==> src/rtl/lsu_mem_ctrl_if.sv <==
// Core-side request/response bundle of the load/store controller.
// The execute stage owns the master modport, the controller the slave modport.
interface lsu_mem_ctrl_if;
    logic        req;
    logic        we;
    logic [2:0]  funct3;
    logic [31:0] addr;
    logic [31:0] wdata;
    logic        busy;
    logic        done;
    logic        fault;
    logic [31:0] rdata;

    modport master (
        output req, we, funct3, addr, wdata,
        input  busy, done, fault, rdata
    );

    modport slave (
        input  req, we, funct3, addr, wdata,
        output busy, done, fault, rdata
    );
endinterface

==> src/rtl/lsu_mem_ctrl.sv <==
// Load/store controller between the execute stage and a word-addressed data
// memory with combinational read. One access at a time; sub-word stores are
// a read-modify-write; rejected accesses never touch the memory port.
module lsu_mem_ctrl #(
    parameter int unsigned DEPTH = 32'd100
) (
    input  logic          clk_i,
    input  logic          rst_ni,
    lsu_mem_ctrl_if.slave core,
    output logic          mem_we_o,
    output logic [31:0]   mem_addr_o,
    output logic [31:0]   mem_wd_o,
    input  logic [31:0]   mem_rd_i
);

    typedef enum logic [2:0] {
        S_IDLE   = 3'd0,
        S_LOAD   = 3'd1,
        S_WRITE  = 3'd2,
        S_RMW_RD = 3'd3,
        S_RMW_WR = 3'd4,
        S_RESP   = 3'd5
    } state_e;

    state_e      state_q;
    logic [2:0]  funct3_q;
    logic [1:0]  lane_q;
    logic [31:0] wdata_q;
    logic        busy_q;
    logic        done_q;
    logic        fault_q;
    logic [31:0] rdata_q;
    logic        mem_we_q;
    logic [31:0] mem_addr_q;
    logic [31:0] mem_wd_q;

    logic        acc_fault_d;
    logic [31:0] word_idx_d;

    // Illegal encoding, misalignment or word index beyond the memory.
    function automatic logic access_fault(input logic       we,
                                          input logic [2:0]  f3,
                                          input logic [31:0] addr);
        logic illegal;
        logic misaligned;
        logic out_of_range;
        if (we) begin
            illegal = f3[2] | (f3 == 3'b011);
        end else begin
            illegal = (f3 == 3'b011) | (f3 == 3'b110) | (f3 == 3'b111);
        end
        misaligned   = ((f3[1:0] == 2'b01) & addr[0]) |
                       ((f3[1:0] == 2'b10) & (addr[1:0] != 2'b00));
        out_of_range = ({2'b00, addr[31:2]} >= DEPTH);
        return illegal | misaligned | out_of_range;
    endfunction

    // Pick the addressed byte/half out of a word and extend it.
    function automatic logic [31:0] load_extract(input logic [31:0] word,
                                                 input logic [2:0]  f3,
                                                 input logic [1:0]  lane);
        logic [31:0] shifted;
        logic [15:0] half;
        logic        sign;
        shifted = word >> {lane, 3'b000};
        half    = lane[1] ? word[31:16] : word[15:0];
        case (f3[1:0])
            2'b00: begin
                sign = ~f3[2] & shifted[7];
                return {{24{sign}}, shifted[7:0]};
            end
            2'b01: begin
                sign = ~f3[2] & half[15];
                return {{16{sign}}, half};
            end
            default: begin
                return word;
            end
        endcase
    endfunction

    // Overlay the store byte/half onto the word read back from memory.
    function automatic logic [31:0] store_merge(input logic [31:0] old,
                                                input logic [31:0] wd,
                                                input logic [2:0]  f3,
                                                input logic [1:0]  lane);
        logic [31:0] merged;
        merged = old;
        case (f3[1:0])
            2'b00: begin
                case (lane)
                    2'b00:   merged[7:0]   = wd[7:0];
                    2'b01:   merged[15:8]  = wd[7:0];
                    2'b10:   merged[23:16] = wd[7:0];
                    2'b11:   merged[31:24] = wd[7:0];
                    default: merged        = old;
                endcase
            end
            2'b01: begin
                if (lane[1]) begin
                    merged[31:16] = wd[15:0];
                end else begin
                    merged[15:0] = wd[15:0];
                end
            end
            default: begin
                merged = wd;
            end
        endcase
        return merged;
    endfunction

    // Decode the incoming request: rejection verdict and target word index.
    always_comb begin
        acc_fault_d = access_fault(core.we, core.funct3, core.addr);
        word_idx_d  = {2'b00, core.addr[31:2]};
    end

    // Access sequencer; every output is a register updated alongside the state.
    always_ff @(posedge clk_i or negedge rst_ni) begin
        if (!rst_ni) begin
            state_q    <= S_IDLE;
            funct3_q   <= 3'b000;
            lane_q     <= 2'b00;
            wdata_q    <= 32'h0000_0000;
            busy_q     <= 1'b0;
            done_q     <= 1'b0;
            fault_q    <= 1'b0;
            rdata_q    <= 32'h0000_0000;
            mem_we_q   <= 1'b0;
            mem_addr_q <= 32'h0000_0000;
            mem_wd_q   <= 32'h0000_0000;
        end else begin
            case (state_q)
                S_IDLE: begin
                    if (core.req) begin
                        funct3_q <= core.funct3;
                        lane_q   <= core.addr[1:0];
                        wdata_q  <= core.wdata;
                        busy_q   <= 1'b1;
                        if (acc_fault_d) begin
                            state_q <= S_RESP;
                            done_q  <= 1'b1;
                            fault_q <= 1'b1;
                        end else if (!core.we) begin
                            state_q    <= S_LOAD;
                            mem_addr_q <= word_idx_d;
                        end else if (core.funct3[1:0] == 2'b10) begin
                            state_q    <= S_WRITE;
                            mem_addr_q <= word_idx_d;
                            mem_we_q   <= 1'b1;
                            mem_wd_q   <= core.wdata;
                        end else begin
                            state_q    <= S_RMW_RD;
                            mem_addr_q <= word_idx_d;
                        end
                    end else begin
                        busy_q <= 1'b0;
                    end
                end
                S_LOAD: begin
                    rdata_q    <= load_extract(mem_rd_i, funct3_q, lane_q);
                    mem_addr_q <= 32'h0000_0000;
                    done_q     <= 1'b1;
                    state_q    <= S_RESP;
                end
                S_RMW_RD: begin
                    // mem_wd doubles as the merge register for the write cycle.
                    mem_wd_q <= store_merge(mem_rd_i, wdata_q, funct3_q, lane_q);
                    mem_we_q <= 1'b1;
                    state_q  <= S_RMW_WR;
                end
                S_WRITE, S_RMW_WR: begin
                    mem_we_q   <= 1'b0;
                    mem_wd_q   <= 32'h0000_0000;
                    mem_addr_q <= 32'h0000_0000;
                    done_q     <= 1'b1;
                    state_q    <= S_RESP;
                end
                S_RESP: begin
                    done_q  <= 1'b0;
                    fault_q <= 1'b0;
                    busy_q  <= 1'b0;
                    state_q <= S_IDLE;
                end
                default: begin
                    state_q    <= S_IDLE;
                    busy_q     <= 1'b0;
                    done_q     <= 1'b0;
                    fault_q    <= 1'b0;
                    mem_we_q   <= 1'b0;
                    mem_addr_q <= 32'h0000_0000;
                    mem_wd_q   <= 32'h0000_0000;
                end
            endcase
        end
    end

    assign core.busy  = busy_q;
    assign core.done  = done_q;
    assign core.fault = fault_q;
    assign core.rdata = rdata_q;
    assign mem_we_o   = mem_we_q;
    assign mem_addr_o = mem_addr_q;
    assign mem_wd_o   = mem_wd_q;

endmodule
==> src/flat_wrapper.sv <==
// flat-port wrapper written by rule: the top's interface ports become plain ports
module lsu_mem_ctrl_flat 
#(
    parameter int unsigned DEPTH = 32'd100
)
  (clk_i, rst_ni, mem_we_o, mem_addr_o, mem_wd_o, mem_rd_i, core_req, core_we, core_funct3, core_addr, core_wdata, core_busy, core_done, core_fault, core_rdata);
  lsu_mem_ctrl_if core_i ();
  input  logic clk_i;
  input  logic rst_ni;
  output logic mem_we_o;
  output logic [31:0] mem_addr_o;
  output logic [31:0] mem_wd_o;
  input  logic [31:0] mem_rd_i;
  input wire logic [$bits(core_i.req)-1:0] core_req;
  input wire logic [$bits(core_i.we)-1:0] core_we;
  input wire logic [$bits(core_i.funct3)-1:0] core_funct3;
  input wire logic [$bits(core_i.addr)-1:0] core_addr;
  input wire logic [$bits(core_i.wdata)-1:0] core_wdata;
  output wire logic [$bits(core_i.busy)-1:0] core_busy;
  output wire logic [$bits(core_i.done)-1:0] core_done;
  output wire logic [$bits(core_i.fault)-1:0] core_fault;
  output wire logic [$bits(core_i.rdata)-1:0] core_rdata;
  assign core_i.req = core_req;
  assign core_i.we = core_we;
  assign core_i.funct3 = core_funct3;
  assign core_i.addr = core_addr;
  assign core_i.wdata = core_wdata;
  assign core_busy = core_i.busy;
  assign core_done = core_i.done;
  assign core_fault = core_i.fault;
  assign core_rdata = core_i.rdata;
  lsu_mem_ctrl #(.DEPTH(DEPTH)) u_core (.clk_i(clk_i), .rst_ni(rst_ni), .core(core_i), .mem_we_o(mem_we_o), .mem_addr_o(mem_addr_o), .mem_wd_o(mem_wd_o), .mem_rd_i(mem_rd_i));
endmodule
==> config.mk <==
export PLATFORM = sky130hd
export DESIGN_NAME = lsu_mem_ctrl_flat
export DESIGN_NICKNAME = d
export VERILOG_FILES = /design/src/rtl/lsu_mem_ctrl_if.sv /design/src/rtl/lsu_mem_ctrl.sv /design/src/flat_wrapper.sv
export SDC_FILE = /design/constraint.sdc
export NUM_CORES = 1
export LEC_CHECK = 0
export CAP_MARGIN = 15
export CORE_MARGIN = 4
export CORE_UTILIZATION = 43
export DETAILED_ROUTE_END_ITERATION = 12
export PLACE_DENSITY = 0.79
export SLEW_MARGIN = 20
export SYNTH_ARGS = -nofsm -noshare
export SYNTH_HDL_FRONTEND = slang
export SYNTH_SLANG_ARGS = --single-unit
==> constraint.sdc <==
create_clock -name clk_i -period 1.9 [get_ports clk_i]
set_input_delay 0.38 -clock clk_i [delete_from_list [all_inputs] [get_ports clk_i]]
set_output_delay 0.38 -clock clk_i [all_outputs]
set_load 0.05 [all_outputs]
# After elaboration in Yosys (flattened, before gate mapping)
# Cells that the tools add are included.
# W data, S select, Z words.
[totals]
reg_bits = 140
input_bits = 103
out_inout_bits = 100
word_cells = 94
[classes]
magnitude_cmp = 1
n_eq_ne = 19
n_shift = 1
muxes = 34
bitwise = 15
n_reduce_logical = 13
[op_table]
columns = ["operator", "count"]
rows = [
  ["$mux W32", 6],
  ["$pmux W32 S2", 3],
  ["$pmux W32 S3", 1],
  ["$mux W16", 3],
  ["$mux W8", 4],
  ["$shr A32 B5 Y8", 1],
  ["$ge A30 B7 Y1 const B", 1],
  ["$eq A3 B3 Y1 const B", 4],
  ["$eq A3 B2 Y1 const B", 3],
  ["$mux W1", 9],
  ["$mux W3", 3],
  ["$pmux W3 S3", 1],
  ["$reduce_and A3 Y1", 3],
  ["$eq A2 B1 Y1 const B", 3],
  ["$eq A2 B2 Y1 const B", 3],
  ["$ne A2 B2 Y1 const B", 3],
  ["$or A1 B1 Y1", 6],
  ["$pmux W1 S3", 2],
  ["$not A1 Y1", 5],
  ["$reduce_and A5 Y1", 1],
  ["$and A1 B1 Y1", 4],
  ["$logic_not A2 Y1", 2],
  ["$ne A2 B1 Y1 const B", 2],
  ["$pmux W1 S2", 2],
  ["other kinds (7)", 8],
]

# Longest topological paths before layout
[logic_depth]
depth_word = 9
depth_mapped = 8
mapped_depth_nobuf = 5

# Least setup slack after synthesis
# Ideal clock, no wire load.
[synth_path]
kind = "register to register"
startpoint = "reg u_core.lane_q[0]"
endpoint = "reg u_core.mem_wd_q[11] (netlist: u_core.mem_wd_o[11])"
setup_ns = 0.125
arrival_ns = 1.784
required_ns = 1.775
setup_slack_ns = -0.009
path_stages_with_launch = 7
n_path_buf = 1
synth_period_minus_slack_ns = 1.909
path_cell_list = "dfrtp_1 > nor2b_1 > clkbuf_1 > mux2_2 > a222oi_1 > o21ai_0 > mux2_4"
[synth_between]
elab_chain_len = 4
[synth_lines]
columns = ["item", "line", "source"]
rows = [
  ["start: declaration", "lsu_mem_ctrl.sv:27", "logic [1:0] lane_q;"],
  ["start signal: assignment", "lsu_mem_ctrl.sv:138", "lane_q <= core.addr[1:0];"],
  ["$eq A2 B1 Y1", "lsu_mem_ctrl.sv:91", "case (lane)"],
  ["$mux W8", "lsu_mem_ctrl.sv:91", ""],
  ["$pmux W32 S2", "lsu_mem_ctrl.sv:89", "case (f3[1:0])"],
  ["$pmux W32 S3", "lsu_mem_ctrl.sv:134", "case (state_q)"],
  ["end signal: assignment", "lsu_mem_ctrl.sv:152", "mem_wd_q <= core.wdata;"],
  ["end signal: assignment", "lsu_mem_ctrl.sv:169", "mem_wd_q <= store_merge(mem_rd_i, wdata_q, funct3_q, lane_q);"],
  ["end: declaration", "lsu_mem_ctrl.sv:35", "logic [31:0] mem_wd_q;"],
]
# Every way passes these cells.
# A chain may end at the register's enable or synchronous reset.

# Worst setup path in the final report
[layout_path]
startpoint = "reg u_core.lane_q[1]"
endpoint = "reg u_core.rdata_q[15] (netlist: u_core.core.rdata[15])"
[layout_between]
elab_chain_len = 3
elab_cells_between_ends = 4
classes_between = "1 x shift; 2 x mux; 1 x bitwise"
[layout_lines]
columns = ["item", "line", "source"]
rows = [
  ["$shr A32 B5 Y8", "lsu_mem_ctrl.sv:65", "shifted = word >> {lane, 3'b000};"],
  ["$and A1 B1 Y1", "lsu_mem_ctrl.sv:69", "sign = ~f3[2] & shifted[7];"],
  ["$pmux W32 S2 (*)", "lsu_mem_ctrl.sv:67", "case (f3[1:0])"],
  ["end signal: assignment", "lsu_mem_ctrl.sv:162", "rdata_q <= load_extract(mem_rd_i, funct3_q, lane_q);"],
  ["end: declaration", "lsu_mem_ctrl.sv:32", "logic [31:0] rdata_q;"],
]
# Every way passes the cells marked *; elsewhere a longest branch is shown, timed or not.

==> metrics.yaml <==
power:
  power_density_nw_per_um2: 1850
  p_total_mw: 19.4
  ir_drop_mv: 0.917
  p_leak_nw: 4.96
sta:
  post-route-period-util: 1.06
  rsz0062_at_grt: "true"
  fin_ws_ps: -107
  worst_slew_pin_slew_ps: 517
  hold_viol: 0
  skew_ps: 9.92
  relSlewSlack: 0.655
  max_freq_mhz: 498
  setup_viol: 24
  setup_tns_ps: -1160
  slew_viol_final: 0
  period_needed_ps: 2010
synthesis:
  synth_cell_type_count: 45
  synth_top_area_share: 0.497
  synth_area_um2: 6940
  async_flop_share: 1.00
  syn_avg_cell_area_um2: 11.2
  yosys.area.top_type: "dfrtp_1"
  ys_ff_latch: 138
  ys.flop_type: "dfrtp_1"
  netlist_top_cells_area: "dfrtp_1, mux2_2, mux2_4"
  synth-edff-count: 0
  ys_seq_area_frac: 0.497
  synthCells: 621
  synth_warnings: 0
detailed_routing:
  drt_iter0_drc: 710
  finalWirelength_um: 22800
  vias: 6223
  drc_errors: 0
  drtPass1Iterations: 8
  postRouteAntennaNets: 0
  avgViaCountPerCell: 5.56
  routedWlPerCell_um: 20.4
global_routing:
  grt_max_degree: 53
  overflow: 0
  grtUsageTotal: 0.249
  grt_pass1_wl_um: 34500
  grt_pass1_vias: 6150
  antenna_found_initial: 0
critical_path:
  crit_path_end_kind: "register"
  cpPeakStageDelay_ps: 460
  startpoint: "u_core.lane_q[1]$_DFFE_PN0P_"
  crit_chain: "buf_12 > mux2i_1 > or4_4 > a211oi_4 > buf_4 > a221oi_2 > o21ai_1"
  endpoint: "u_core.core.rdata[15]$_DFFE_PN0P_"
  reg2reg_to: "u_core.core.rdata[15]$_DFFE_PN0P_"
  path_depth: 7
  worstPathRequired_ps: 2250
  arrival_ps: 2350
  criticalPathCategory: "reg -> reg"
  cp_top_family: "compound AO/OA/AOI/OAI gates"
  crit_path_max_fanout: 6
  regToRegSetupSlack_ps: -110
  start_kind: "register"
  cp_num_buf_inv: 2
  slowest_stage: "dfrtp_2"
  timing.rr.start: "u_core.lane_q[1]$_DFFE_PN0P_"
  r2r_cells: 7
finish:
  drive_above_1_share: 0.393
  syn2layout_area_growth_pct: 50.7
  stdcell_count: 1119
  seq_area_um2: 3460
  n_antenna_cell: 0
  nFillCells: 1194
  multi_input_area_um2: 3380
  nNetsFinal: 993
place:
  numPortBuffers: 200
  dp.cells: 1065
  place_congestion: 0.922
  hpwlAfterDp_um: 16200
die:
  die_h_um: 135
  die_x_um: 135
  start_util: 0.439
  die-area_um2: 18200
  rows: 46
  ios: 203
  core_um2: 15800
cts:
  cts.sinks: 138
  numCtsBuffers: 17
  cts_tree: "yes"
  htreeDepth: 4
  clkLatencyLatePin_ps: 430
  root_buffer: "clkbuf_16"
  clkTransAtPathRegs_ps: 60
  cts_buffer_depth: 2
outcome:
  outcome: "finished, violations left"
  violations: "negative setup slack"
job:
  drv_cap: 0
min_path:
  min_path_type: "in -> reg"
==> metal layers <==
layer  up-vias  GRT usage  routed length, um
met4         0     0.0851                571
met3        44     0.0868               2400
met1      3008      0.330               9270
met2       356      0.382              10600
met5         -          0                  0
li1       2815          -                  -
==> what timing repair did <==
action | 4_1_cts | 5_1_grt
setup endpoints to repair | 102 | 55
pin swaps | 37 | 27
buffers inserted | 8 | 9
cloned | 3 | 1
hold buffers | 1 | 0
resized for setup | 113 | 45
hold endpoints to repair | 30 | 0
==> power breakdown <==
part | internal, mW | switching [mW] | total (mW)
combinational | 4.65 | 6.15 | 10.8
sequential | 4.09 | 1.02 | 5.12
clock | 2.09 | 1.38 | 3.46
total | 10.8 | 8.55 | 19.4
==> synthesized netlist by cell type (3+ instances only) <==
library cell  number
dfrtp_1          138
nand2_1           83
mux2_2            79
o21ai_0           50
mux2_4            30
clkbuf_1          29
a222oi_1          25
and2_1            25
nor2_1            24
a21oi_1           22
mux2i_1           10
nor3_1            10
a221oi_1           9
a31oi_1            9
buf_2              8
buf_6              8
a22o_1             7
o22ai_1            7
nor4_1             6
o21ai_1            5
buf_4              4
nor2b_1            4
nand3_1            3
==> layout by cell type (no fill, tap or decap), types with 18 or more instances in the layout <==
master and n:
and2_1 25, nor2_1 22, dlygate4sd2_1 43, o21ai_0 22
o21ai_1 33, buf_4 152, mux2_2 66, a222oi_1 25
clkbuf_16 18, a21oi_1 21, mux2_4 43, dfrtp_1 135
nand2_1 82, clkdlybuf4s50_1 67
==> final cells by class <==
class                      instances  area share
clock inverter                    15      0.0181
multi-input combinational        431       0.323
sequential                       138       0.330
tap                              216      0.0258
timing repair buffer             299       0.261
inverter                           3     0.00108
clock buffer                      17      0.0407
==> state kept, by name, indices dropped and copies added, names as in the netlist <==
register / cells
u_core.core.rdata: 32
u_core.mem_wd_o: 32
u_core.wdata_q: 32
u_core.mem_addr_o: 30
u_core.funct3_q: 3
u_core.state_q: 3
u_core.lane_q: 2
u_core.core.busy: 1
u_core.core.done: 1
u_core.core.fault: 1
u_core.mem_we_o: 1
==> stage by stage <==
stage,util,hold slack [ps],worst slack (ps),area [um^2]
2_1_floorplan,-,84.4,17.9,6950
3_3_place_gp,0.596,280,-543,9440
3_5_place_dp,0.596,285,-592,9440
4_1_cts,0.651,293,-71.7,10300
5_1_grt,0.661,283,-168,10500
6_report,0.661,301,-107,10500
==> worst min-delay path by stage <==
stage                       from                                to  slack, ps  depth (start not counted)
finish              core_addr[5]  u_core.mem_addr_o[3]$_DFFE_PN0P_        300                          2
global route        core_addr[5]  u_core.mem_addr_o[3]$_DFFE_PN0P_        280                          2
CTS                 core_addr[5]  u_core.mem_addr_o[3]$_DFFE_PN0P_        290                          2
detailed placement        rst_ni   u_core.mem_wd_o[13]$_DFFE_PN0P_        280                          1
global placement          rst_ni   u_core.mem_wd_o[14]$_DFFE_PN0P_        280                          1
floorplan                 rst_ni      u_core.core.busy$_DFFE_PN0N_         80                          0
==> cells by family (layout without fill, tap and decap cells) <==
family / after synthesis / after routing / synth area share
buffers and inverters: 53 / 334 / 0.0409
other: 1 / 2 / 0.000540
muxes: 119 / 119 / 0.207
DFF: 138 / 138 / 0.497
and+or+nand+nor: 165 / 165 / 0.111
AOI/OAI and AO/OA: 145 / 145 / 0.143
Power figures use the tool's default switching activity.
